`src/rtl/dcache_mem_arbiter.sv`:
```
// Round-robin arbiter between the data cache's per-consumer request slots and a
// smaller set of memory channels, each running its own request/relay handshake FSM.
module dcache_mem_arbiter #(
  parameter int ADDR_BITS     = 8,
  parameter int DATA_BITS     = 8,
  parameter int NUM_CONSUMERS = 8,
  parameter int NUM_CHANNELS  = 2
) (
  input  logic                                     clk,
  input  logic                                     reset,
  input  logic [NUM_CONSUMERS-1:0]                 consumer_read_valid,
  input  logic [NUM_CONSUMERS-1:0][ADDR_BITS-1:0]  consumer_read_address,
  output logic [NUM_CONSUMERS-1:0]                 consumer_read_ready,
  output logic [NUM_CONSUMERS-1:0][DATA_BITS-1:0]  consumer_read_data,
  input  logic [NUM_CONSUMERS-1:0]                 consumer_write_valid,
  input  logic [NUM_CONSUMERS-1:0][ADDR_BITS-1:0]  consumer_write_address,
  input  logic [NUM_CONSUMERS-1:0][DATA_BITS-1:0]  consumer_write_data,
  output logic [NUM_CONSUMERS-1:0]                 consumer_write_ready,
  output logic [NUM_CHANNELS-1:0]                  mem_read_valid,
  output logic [NUM_CHANNELS-1:0][ADDR_BITS-1:0]   mem_read_address,
  input  logic [NUM_CHANNELS-1:0]                  mem_read_ready,
  input  logic [NUM_CHANNELS-1:0][DATA_BITS-1:0]   mem_read_data,
  output logic [NUM_CHANNELS-1:0]                  mem_write_valid,
  output logic [NUM_CHANNELS-1:0][ADDR_BITS-1:0]   mem_write_address,
  output logic [NUM_CHANNELS-1:0][DATA_BITS-1:0]   mem_write_data,
  input  logic [NUM_CHANNELS-1:0]                  mem_write_ready,
  output logic [NUM_CHANNELS-1:0][2:0]             channel_state
);

  // Handshake: a consumer holds valid until it sees ready, then drops valid; ready
  // stays up until valid is sampled low. Toward memory the channel holds valid and
  // the latched address/data until memory pulses ready; ready outside WAITING is ignored.

  localparam int SW = (NUM_CONSUMERS > 1) ? $clog2(NUM_CONSUMERS) : 1;

  typedef enum logic [2:0] {
    IDLE           = 3'd0,
    READ_WAITING   = 3'd1,
    WRITE_WAITING  = 3'd2,
    READ_RELAYING  = 3'd3,
    WRITE_RELAYING = 3'd4
  } state_t;

  state_t [NUM_CHANNELS-1:0]           state_q, state_d;
  logic   [NUM_CHANNELS-1:0][SW-1:0]   slot_q, slot_d;
  logic   [NUM_CONSUMERS-1:0]          held_q, held_d, held_vis;
  logic   [SW-1:0]                     rr_q, rr_d, idx, pick;
  logic                                found;

  logic [NUM_CONSUMERS-1:0]                consumer_read_ready_d, consumer_write_ready_d;
  logic [NUM_CONSUMERS-1:0][DATA_BITS-1:0] consumer_read_data_d;
  logic [NUM_CHANNELS-1:0]                 mem_read_valid_d, mem_write_valid_d;
  logic [NUM_CHANNELS-1:0][ADDR_BITS-1:0]  mem_read_address_d, mem_write_address_d;
  logic [NUM_CHANNELS-1:0][DATA_BITS-1:0]  mem_write_data_d;

  // held_vis tracks grants made earlier in this cycle; releases only land in held_d,
  // so a slot freed this cycle stays invisible until the next one.
  always_comb begin
    state_d                = state_q;
    slot_d                 = slot_q;
    held_d                 = held_q;
    held_vis               = held_q;
    rr_d                   = rr_q;
    consumer_read_ready_d  = consumer_read_ready;
    consumer_write_ready_d = consumer_write_ready;
    consumer_read_data_d   = consumer_read_data;
    mem_read_valid_d       = mem_read_valid;
    mem_write_valid_d      = mem_write_valid;
    mem_read_address_d     = mem_read_address;
    mem_write_address_d    = mem_write_address;
    mem_write_data_d       = mem_write_data;
    found                  = 1'b0;
    pick                   = '0;
    idx                    = '0;
    for (int c = 0; c < NUM_CHANNELS; c++) begin
      found = 1'b0;
      pick  = '0;
      case (state_q[c])
        IDLE: begin
          for (int k = 0; k < NUM_CONSUMERS; k++) begin
            idx = SW'((int'(rr_q) + k) % NUM_CONSUMERS);
            if (!found && !held_vis[idx] &&
                (consumer_write_valid[idx] || consumer_read_valid[idx])) begin
              found = 1'b1;
              pick  = idx;
            end
          end
          if (found) begin
            held_vis[pick] = 1'b1;
            held_d[pick]   = 1'b1;
            slot_d[c]      = pick;
            rr_d           = SW'((int'(pick) + 1) % NUM_CONSUMERS);
            if (consumer_write_valid[pick]) begin
              mem_write_valid_d[c]   = 1'b1;
              mem_write_address_d[c] = consumer_write_address[pick];
              mem_write_data_d[c]    = consumer_write_data[pick];
              state_d[c]             = WRITE_WAITING;
            end else begin
              mem_read_valid_d[c]   = 1'b1;
              mem_read_address_d[c] = consumer_read_address[pick];
              state_d[c]            = READ_WAITING;
            end
          end
        end
        READ_WAITING: begin
          if (mem_read_ready[c]) begin
            mem_read_valid_d[c]                 = 1'b0;
            consumer_read_data_d[slot_q[c]]     = mem_read_data[c];
            consumer_read_ready_d[slot_q[c]]    = 1'b1;
            state_d[c]                          = READ_RELAYING;
          end
        end
        WRITE_WAITING: begin
          if (mem_write_ready[c]) begin
            mem_write_valid_d[c]              = 1'b0;
            consumer_write_ready_d[slot_q[c]] = 1'b1;
            state_d[c]                        = WRITE_RELAYING;
          end
        end
        READ_RELAYING: begin
          if (!consumer_read_valid[slot_q[c]]) begin
            consumer_read_ready_d[slot_q[c]] = 1'b0;
            held_d[slot_q[c]]                = 1'b0;
            state_d[c]                       = IDLE;
          end
        end
        WRITE_RELAYING: begin
          if (!consumer_write_valid[slot_q[c]]) begin
            consumer_write_ready_d[slot_q[c]] = 1'b0;
            held_d[slot_q[c]]                 = 1'b0;
            state_d[c]                        = IDLE;
          end
        end
        default: state_d[c] = IDLE;
      endcase
    end
  end

  always_ff @(posedge clk or negedge reset) begin
    if (!reset) begin
      state_q              <= {NUM_CHANNELS{IDLE}};
      slot_q               <= '0;
      held_q               <= '0;
      rr_q                 <= '0;
      consumer_read_ready  <= '0;
      consumer_write_ready <= '0;
      consumer_read_data   <= '0;
      mem_read_valid       <= '0;
      mem_write_valid      <= '0;
      mem_read_address     <= '0;
      mem_write_address    <= '0;
      mem_write_data       <= '0;
    end else begin
      state_q              <= state_d;
      slot_q               <= slot_d;
      held_q               <= held_d;
      rr_q                 <= rr_d;
      consumer_read_ready  <= consumer_read_ready_d;
      consumer_write_ready <= consumer_write_ready_d;
      consumer_read_data   <= consumer_read_data_d;
      mem_read_valid       <= mem_read_valid_d;
      mem_write_valid      <= mem_write_valid_d;
      mem_read_address     <= mem_read_address_d;
      mem_write_address    <= mem_write_address_d;
      mem_write_data       <= mem_write_data_d;
    end
  end

  always_comb begin
    channel_state = '0;
    for (int c = 0; c < NUM_CHANNELS; c++) channel_state[c] = state_q[c];
  end

endmodule

```
`config.mk`:
```
export PLATFORM = sky130hd
export DESIGN_NAME = dcache_mem_arbiter
export DESIGN_NICKNAME = d
export VERILOG_FILES = /design/src/rtl/dcache_mem_arbiter.sv
export SDC_FILE = /design/constraint.sdc
export NUM_CORES = 1
export LEC_CHECK = 0
export BUFFER_PORTS_ARGS = -buffer_cell sky130_fd_sc_hd__buf_4
export CAP_MARGIN = 20
export CORE_UTILIZATION = 25
export DETAILED_ROUTE_END_ITERATION = 8
export GPL_TIMING_DRIVEN = 0
export SYNTH_ARGS = -nofsm -noshare
export SYNTH_HDL_FRONTEND = slang
export SYNTH_SLANG_ARGS = --single-unit
```
`constraint.sdc`:
```
create_clock -name clk -period 9.2 [get_ports clk]
set_input_delay 0.46 -clock clk [delete_from_list [all_inputs] [get_ports clk]]
set_output_delay 0.46 -clock clk [all_outputs]
set_load 0.01 [all_outputs]
```
# Word-level counts from Yosys, hierarchy flattened

Index checks and enable logic that the tools add are counted.

$add $sub $neg: 9
Multiplexer cells: 211
Multiply operators: 0
Eq/ne operators: 22
Bitwise gates (word level): 16
Reduce and logical (&&, ||, !) cells: 90
Shift operators: 0
Magnitude comparators: 16
Div/mod/pow operators: 0

Operators by type and width:

| kind                                                                   | count |
|---|---|
| 64-bit two-way mux                                                     | 4 |
| 8-bit two-way mux                                                      | 23 |
| 8-bit binary-select mux with 3-bit select                              | 6 |
| 64-bit bitwise mux                                                     | 2 |
| 1-bit binary-select mux with 3-bit select                              | 38 |
| 3-bit two-way mux                                                      | 32 |
| 1-bit two-way mux                                                      | 86 |
| 8-bit case mux with 2 select lines                                     | 4 |
| 8-bit bitwise AND                                                      | 6 |
| 8-bit demux with 3-bit select                                          | 2 |
| 3-bit by 4-bit < comparator with 1-bit output (second input constant)  | 12 |
| 8-bit OR                                                               | 6 |
| 8-bit case mux with 3 select lines                                     | 2 |
| 1-bit logical AND                                                      | 34 |
| 1-bit logical NOT                                                      | 30 |
| 3-bit case mux with 5 select lines                                     | 2 |
| 2-bit inequality test (second input constant)                          | 14 |
| 8-bit inverter                                                         | 2 |
| 4-bit AND reduction                                                    | 4 |
| 3-bit adder (second input constant)                                    | 4 |
| 1-bit demux with 3-bit select                                          | 4 |
| 3-bit by 2-bit == test with 1-bit output (second input constant)       | 4 |
| 3-bit by 1-bit >= comparator with 1-bit output (second input constant) | 4 |
| 3-bit AND reduction                                                    | 4 |
| other kinds (12)                                                       | 35 |

Output and inout bits: 138
Logic and storage cells: 390
ROM bits: 0
Register bits: 155
Memory bits (writable): 0
Latch bits: 0
Memories kept: 0
Bits of input ports: 230

# Depth between registers and ports, before layout

Gate-level depths: netlist of the first run.

Depth in word-level cells: 96
Mapped depth: 30
Gate-level depth less buffers: 21

# Least setup slack after synthesis of the first run

OpenSTA, ideal clock, no wires.

Path type: reg2reg
Start: reg rr_q[0]
End: reg mem_write_address[10] (netlist bit)
Period minus slack after synthesis: 6,658 ps
Buffers on the path: 5
Path slack: 2,542 ps
Data required time: 9,075 ps
Arrival: 6,533 ps
Library setup time: 125 ps
Stages on the path, launching flop included: 25
Cell sequence: dfrtp_1 inv_1 buf_2 buf_1 ha_1 buf_2 mux2_1 mux4_2 nor3_4 nor3_1 nand3_2 nor2_2 o41ai_1 buf_4 a41oi_2 a22o_1 o21ba_1 mux2_4 nor3_4 or4b_4 a31oi_2 mux2i_1 a22oi_4 buf_6 mux2_4

Cells in the longest elaborated chain, start to end: 92
Elaborated cells on any way between the ends: 202
Those cells by class: add/sub: 7; order compare: 2; mux: 122; bitwise: 1; reduce/logical: 70

RTL lines:

| element                                                                         | line | source |
|---|---|---|
| from (decl)                                                                     | 47   | `logic [SW-1:0] rr_q, rr_d, idx, pick;` |
| from (signal assigned)                                                          | 157  | `rr_q <= rr_d;` |
| branches (longest 92 deep; another with 3-bit by 1-bit adder with 3-bit output) | n/a  |  |
| to (signal assigned)                                                            | 164  | `mem_write_address <= mem_write_address_d;` |
| to (decl)                                                                       | 24   | `output logic [NUM_CHANNELS-1:0][ADDR_BITS-1:0] mem_write_address,` |

Several ways; the timed one is not identified. The select of a mux whose other input is x is not followed.
A chain may end at the register's enable or synchronous reset.

# Worst setup path after layout of the first run

Start: reg rr_q[0]
End: reg mem_read_address[12] (netlist bit)

Cells in the longest elaborated chain, start to end: 93
Elaborated cells on any way between the ends: 203
Those cells by class: add/sub: 7; order compare: 2; mux: 122; bitwise: 2; reduce/logical: 70

RTL lines:

| element                                                                         | line | source |
|---|---|---|
| branches (longest 93 deep; another with 3-bit by 1-bit adder with 3-bit output) | n/a  |  |
| to (signal assigned)                                                            | 163  | `mem_read_address <= mem_read_address_d;` |
| to (decl)                                                                       | 20   | `output logic [NUM_CHANNELS-1:0][ADDR_BITS-1:0] mem_read_address,` |

Several ways; the timed one is not identified. The select of a mux whose other input is x is not followed.

==> results of run 1 <==
==> per-layer routing <==
| layer | GRT usage, % | vias up | share of wire [%] | wire, microns |
|---|---|---|---|---|
| met1 | 30.7 | 7626 | 40 | 27300 |
| met5 | 0 | - | 0 | 0 |
| met3 | 5.15 | 167 | 9.6 | 6570 |
| met4 | 11.0 | 0 | 4.1 | 2790 |
| li1 | - | 6855 | - | - |
| met2 | 38.6 | 1006 | 46 | 31700 |
==> worst paths after layout <==
path | slack (ns) | cells after the start | end | startpoint
setup / recovery | 0.37 | 26 | mem_read_address[12] | rr_q[0]
hold / removal | 0.34 | 4 | channel_state[1] | mem_write_ready[0]
setup reg to reg | 0.37 | 26 | mem_read_address[12] | rr_q[0]
hold reg to reg | 0.50 | 1 | mem_read_valid[1] | mem_read_valid[1]
max in group asynchronous | 7.73 | 3 | mem_read_address[3] | reset
min in group asynchronous | 0.56 | 2 | consumer_read_data[57] | reset
==> area by class of cell <==
| class | instances | area [sq um] |
|---|---|---|
| Fill cell | 5751 | 36100 |
| Clock buffer | 18 | 439 |
| Inverter | 40 | 150 |
| Antenna cell | 1 | 2.50 |
| Tap cell | 696 | 871 |
| Multi-Input combinational cell | 1297 | 8890 |
| Timing Repair Buffer | 352 | 2670 |
| Buffer | 151 | 691 |
| Clock inverter | 14 | 151 |
| Sequential cell | 155 | 3880 |
==> through the flow <==
stage / std cells / util (%) / cell area (sq um) / worst slack, ns / hold slack [ns]
2_1_floorplan: 1644 / - / 13600 / 2.54 / 0.164
3_3_place_gp: 2689 / 31.7 / 17100 / 0.357 / 0.483
5_1_grt: 2723 / 33.0 / 17700 / 0.0257 / 0.315
4_1_cts: 2724 / 32.9 / 17700 / 0.323 / 0.312
6_report: 2724 / 33.0 / 17700 / 0.370 / 0.337
3_5_place_dp: 2691 / 31.8 / 17100 / 0.356 / 0.457
==> registers in the layout (all words and copies together) (netlist names) <==
signal and cells:
mem_write_valid 2, rr_q 3, channel_state 6, mem_write_data 16, slot_q 6, consumer_read_ready 8, mem_write_address 16, mem_read_address 16
held_q 8, mem_read_valid 2, consumer_read_data 64, consumer_write_ready 8
==> placed cells by master, fill, tap and decap left out, types with 7 or more instances in the layout <==
cell / netlist / layout
mux2_4: 10 / 10
inv_1: 38 / 38
nand3_1: 58 / 58
o21ai_0: 96 / 96
buf_4: 10 / 359
clkbuf_16: 0 / 17
a22o_1: 8 / 8
buf_2: 23 / 23
a21oi_1: 141 / 141
clkbuf_1: 84 / 84
nor3_1: 27 / 27
a31o_2: 12 / 12
mux4_2: 15 / 15
and3_1: 8 / 8
o211ai_1: 23 / 23
and2_1: 20 / 20
mux2i_1: 195 / 195
dfrtp_1: 155 / 155
nor2b_1: 9 / 9
a21o_1: 7 / 7
a31o_1: 12 / 12
mux2_2: 21 / 21
a22oi_1: 10 / 10
o22ai_1: 41 / 40
buf_1: 25 / 23
nand2b_1: 31 / 31
nor2_1: 112 / 112
buf_6: 7 / 7
o21a_1: 8 / 8
o211a_1: 10 / 10
a211oi_1: 26 / 26
a31oi_1: 22 / 22
a221oi_1: 29 / 29
nand2_1: 211 / 211
==> logic make-up after synthesis <==
group,Yosys count,share of synthesized area (%)
AOI/OAI and AO/OA,520,26.4
and+or+nand+nor,524,18.1
buffers and inverters,192,6.20
xor gates and xnor gates,5,0.433
muxes,246,20.1
DFF,155,28.5
adders and majority gates,2,0.184
==> worst max-delay path, delay by kind of cell, from the launching register on <==
family / cells / cell delay (ns)
buf+inv: 7 / 2.39
mux: 2 / 0.91
fa+ha+maj: 1 / 0.38
flops: 1 / 0.49
simple gates: 6 / 1.52
compound gates: 9 / 2.44
xor+xnor: 1 / 0.53
==> repair_timing <==
item | CTS | global route
hold endpoints to repair | 66 | 0
hold buffers | 1 | 0
setup endpoints to repair | 0 | 25
gates resized for setup | 0 | 3
==> metrics.txt, run 1 <==
P&R area growth vs syn=30.6%; CP max stage delay=0.66 ns; Post-DP HPWL=52700 microns; DRC=0; number of CTS-inserted buffers=17; Routed Antenna Nets=0; skew final=0.0146 ns; Synth area leader=dfrtp_1; crit end category=register; most numerous cell in the Yosys netlist=nand2_1; synthesized instance count=1644; H-tree levels=4; clock latency on the worst-skew pair=0.47 ns; # nets final=2246; CTS tree=yes; Fin. Hold Viols=0; max-slew violation count=0; Hold WC Path Type=input port to register; WL/cell=25.1 microns; die width=235 microns; setup TNS=0 ns; Clock Tree Buf Depth=2; worst endpoint required time=9.55 ns; largest net degree at the start of global routing=90; ranking of synthesized cells by area=dfrtp_1, mux2i_1, nand2_1; first-pass GRT wire length=100000 microns; Die ar.=55300 sq um; root buffer cell=clkbuf_16; largest fanout on the critical path=10; Synth Cell Area=13600 sq um; register area share after synthesis=28.5%; endpoints failing setup=0; syn_nets=1876; Core Area=53800 sq um; fraction of layout cells with a size suffix above 1=26.0%; crit path kind=register to register; Synth Register Bits=155; vias=15654; Chip Height=235 microns; vias in the first global route=15412; slowest CP cell=mux4_2; Worst slew margin=20.3%; IO buf count=349; top-area cell type share of the netlist area=28.5%; Ports=368; clk slew on worst S/H paths=0.07 ns; Crit path top cell by count=clkbuf_1; RSZ-0062 raised after global routing=false; WL final=68400 microns; Startpoint Class=register; Final Wtd Congestion=0.988; Crit path arrival time=9.18 ns; asr flop ratio synth=100%; Avg Cell Area, Syn=8.27 sq um; worst slew pin tran=1.20 ns; post-route clock period utilization=96.0%; setup bufs post-CTS=0; drt via density=5.75; initial core utilization=25.3%; max-cap viol count=0; Synth cell types=102; Overflow after GRT=0; row count=85; fmax=0.113 GHz; Syn. warnings=0; CTS sink cnt=155; DRT Pass-1 Iters=7; Post-synth EDFFs=0; Post-synth top cells=nand2_1, mux2i_1, dfrtp_1, a21oi_1, nor2_1; initial antenna violation count=1; Total GRT Usage=24.0%; First DRT Iteration DRCs=1497; Post-synth top flop=dfrtp_1; status=finished clean; Final min period=8.83 ns
Power of run 1 is left out: the tool's default activity adds up to more than one toggle a clock period on the data nets, which glitch-free logic cannot reach.
==> inputs of run 2 (changes only) <==
--- a/config.mk
+++ b/config.mk
@@ -7,9 +7,10 @@
 export LEC_CHECK = 0
 export BUFFER_PORTS_ARGS = -buffer_cell sky130_fd_sc_hd__buf_4
 export CAP_MARGIN = 20
-export CORE_UTILIZATION = 25
+export CORE_UTILIZATION = 50
 export DETAILED_ROUTE_END_ITERATION = 8
 export GPL_TIMING_DRIVEN = 0
+export PLACE_DENSITY = 0.77
 export SYNTH_ARGS = -nofsm -noshare
 export SYNTH_HDL_FRONTEND = slang
 export SYNTH_SLANG_ARGS = --single-unit
==> metrics.txt, run 2 (synthesis results as in run 1) <==
status=finished clean; Hold Path Depth=3 (-1); CP Depth=26 (unchanged); post-route clock period utilization=96.5% (+0.54 points); crit end category=register; CTS sink cnt=155 (unchanged); Overflow after GRT=0 (unchanged); largest reg by FF count=consumer_read_data; largest net degree at the start of global routing=89 (-1.1%); slowest CP cell=mux4_2; fmax=0.113 GHz (-0.56%); crit path kind=register to register; Layout Cells excl Fill=2368 (-13%); DRT Pass-1 Iters=6 (-1); initial antenna violation count=5 (+4); worst endpoint required time=9.53 ns (-0.02 ns); CTS tree=yes; First DRT Iteration DRCs=2185 (+46%); max-cap viol count=0 (unchanged); Endpoint, Worst Hold=consumer_read_data[3]; max reg flops=64 (unchanged); vias in the first global route=15207 (-1.3%); Worst slew margin=33.2% (+13 points); setup TNS=0 ns (unchanged); Total GRT Usage=42.4% (+18 points); Startpoint Class=register; endpoints failing setup=0 (unchanged); max-slew violation count=0 (unchanged); worst slew pin tran=0.998 ns (-0.197 ns); CP max stage delay=0.65 ns (about the same); first-pass GRT wire length=90300 microns (-9.8%); Crit path arrival time=9.21 ns (+0.03 ns); reg-to-reg endpoint=mem_read_address[12]; r2r setup slk=0.32 ns (-0.05 ns); largest fanout on the critical path=10 (unchanged); H-tree levels=4 (unchanged); Fin. Hold Viols=0 (unchanged); Final Wtd Congestion=1.02 (+3.0%); clock latency on the worst-skew pair=0.45 ns (-0.02 ns); Crit path top cell by count=clkbuf_1; Final min period=8.88 ns (+0.0493 ns); vias=15894 (+1.5%); Hold WC Path Type=input port to register; fraction of layout cells with a size suffix above 1=25.9% (-0.062 points); Die ar.=27800 sq um (-50%); WL final=60900 microns (-11%); worst r2r src=rr_q[0]; most frequent cells in the layout=buf_4, nand2_1, mux2i_1; WL/cell=25.7 microns (+2.4%); Core Area=26400 sq um (-51%); root buffer cell=clkbuf_16; row count=59 (-31%); # nets final=2247 (+0.045%); skew final=0.0214 ns (+0.00685 ns); P&R area growth vs syn=27.5%; DRC=0 (unchanged); Routed Antenna Nets=0 (unchanged); clk slew on worst S/H paths=0.09 ns (+0.02 ns); Post-DP HPWL=46700 microns (-11%); most common cell after layout, fill and taps aside=buf_4; Chip Height=167 microns (-29%); number of CTS-inserted buffers=17 (unchanged); RSZ-0062 raised after global routing=false; fill count=2216 (-61%); Inst Count DP=2330 (-13%); Ports=368 (unchanged); Worst Path Buf+Inv=7 (unchanged); initial core utilization=51.6% (+26 points); Clock Tree Buf Depth=2 (unchanged); IO buf count=349 (unchanged); drt via density=6.71 (+17%); delay-heaviest family, CP=buffers and inverters; FF-to-FF path depth=26 (unchanged); Hold Crit Start=mem_read_data[11]; die width=167 microns (-29%)
-- run 2: area by class of cell --
cell class,count,area [sq um],area share [%]
multi-input cells,1297,8890,51.3
flip-flops and latches,155,3880,22.4
repair buffers,352,2670,15.4
plain buffers,152,693,4.00
clock buffers,17,425,2.46
well taps,335,419,2.42
clock inverters,15,190,1.10
inverters,40,150,0.867
diodes,5,12.5,0.0722
-- run 2: stage by stage --
stage | worst slack (ns) | hold slack, ns | util [%] | area [sq um]
final | 0.320 | 0.309 | 65.7 | 17300
after global routing | 0.0948 | 0.319 | 65.7 | 17300
after CTS | 0.394 | 0.296 | 65.6 | 17300
after detailed placement | 0.394 | 0.463 | 63.3 | 16700
after global placement | 0.378 | 0.466 | 63.1 | 16600
after floorplan | 2.54 | 0.164 | - | 13600
-- run 2: worst max path at each step --
stage | slack (ns) | to | start
2_1_floorplan | 2.54 | mem_write_address[10] | rr_q[0]
5_1_grt | 0.09 | mem_read_address[11] | rr_q[0]
4_1_cts | 0.39 | mem_read_address[12] | rr_q[0]
3_3_place_gp | 0.38 | mem_read_address[13] | rr_q[0]
3_5_place_dp | 0.39 | mem_read_address[12] | rr_q[0]
6_report | 0.32 | mem_read_address[12] | rr_q[0]
-- run 2: worst register-to-register path: cells and delay by family, from the launching register on --
family / cells / cell delay [ns]
DFF: 1 / 0.47
AOI/OAI and AO/OA: 9 / 2.47
adders and majority gates: 1 / 0.50
xor gates and xnor gates: 1 / 0.39
and+or+nand+nor: 6 / 1.51
buffers and inverters: 7 / 2.54
muxes: 2 / 0.90
-- run 2: metal layers --
metal / vias up / wire (microns) / track usage (%)
li1: 6863 / - / -
met1: 7509 / 22800 / 55.0
met2: 1304 / 27900 / 67.2
met3: 218 / 6630 / 6.49
met4: 0 / 3550 / 24.6
met5: - / 0 / 0
-- run 2: timing repair --
item                       in CTS  in global routing
buffers inserted                0                  0
gates resized for setup         0                  2
hold endpoints to repair        3                  0
setup endpoints to repair       0                 22
hold buffers                    1                  0
Power of run 2 is left out for the same reason.
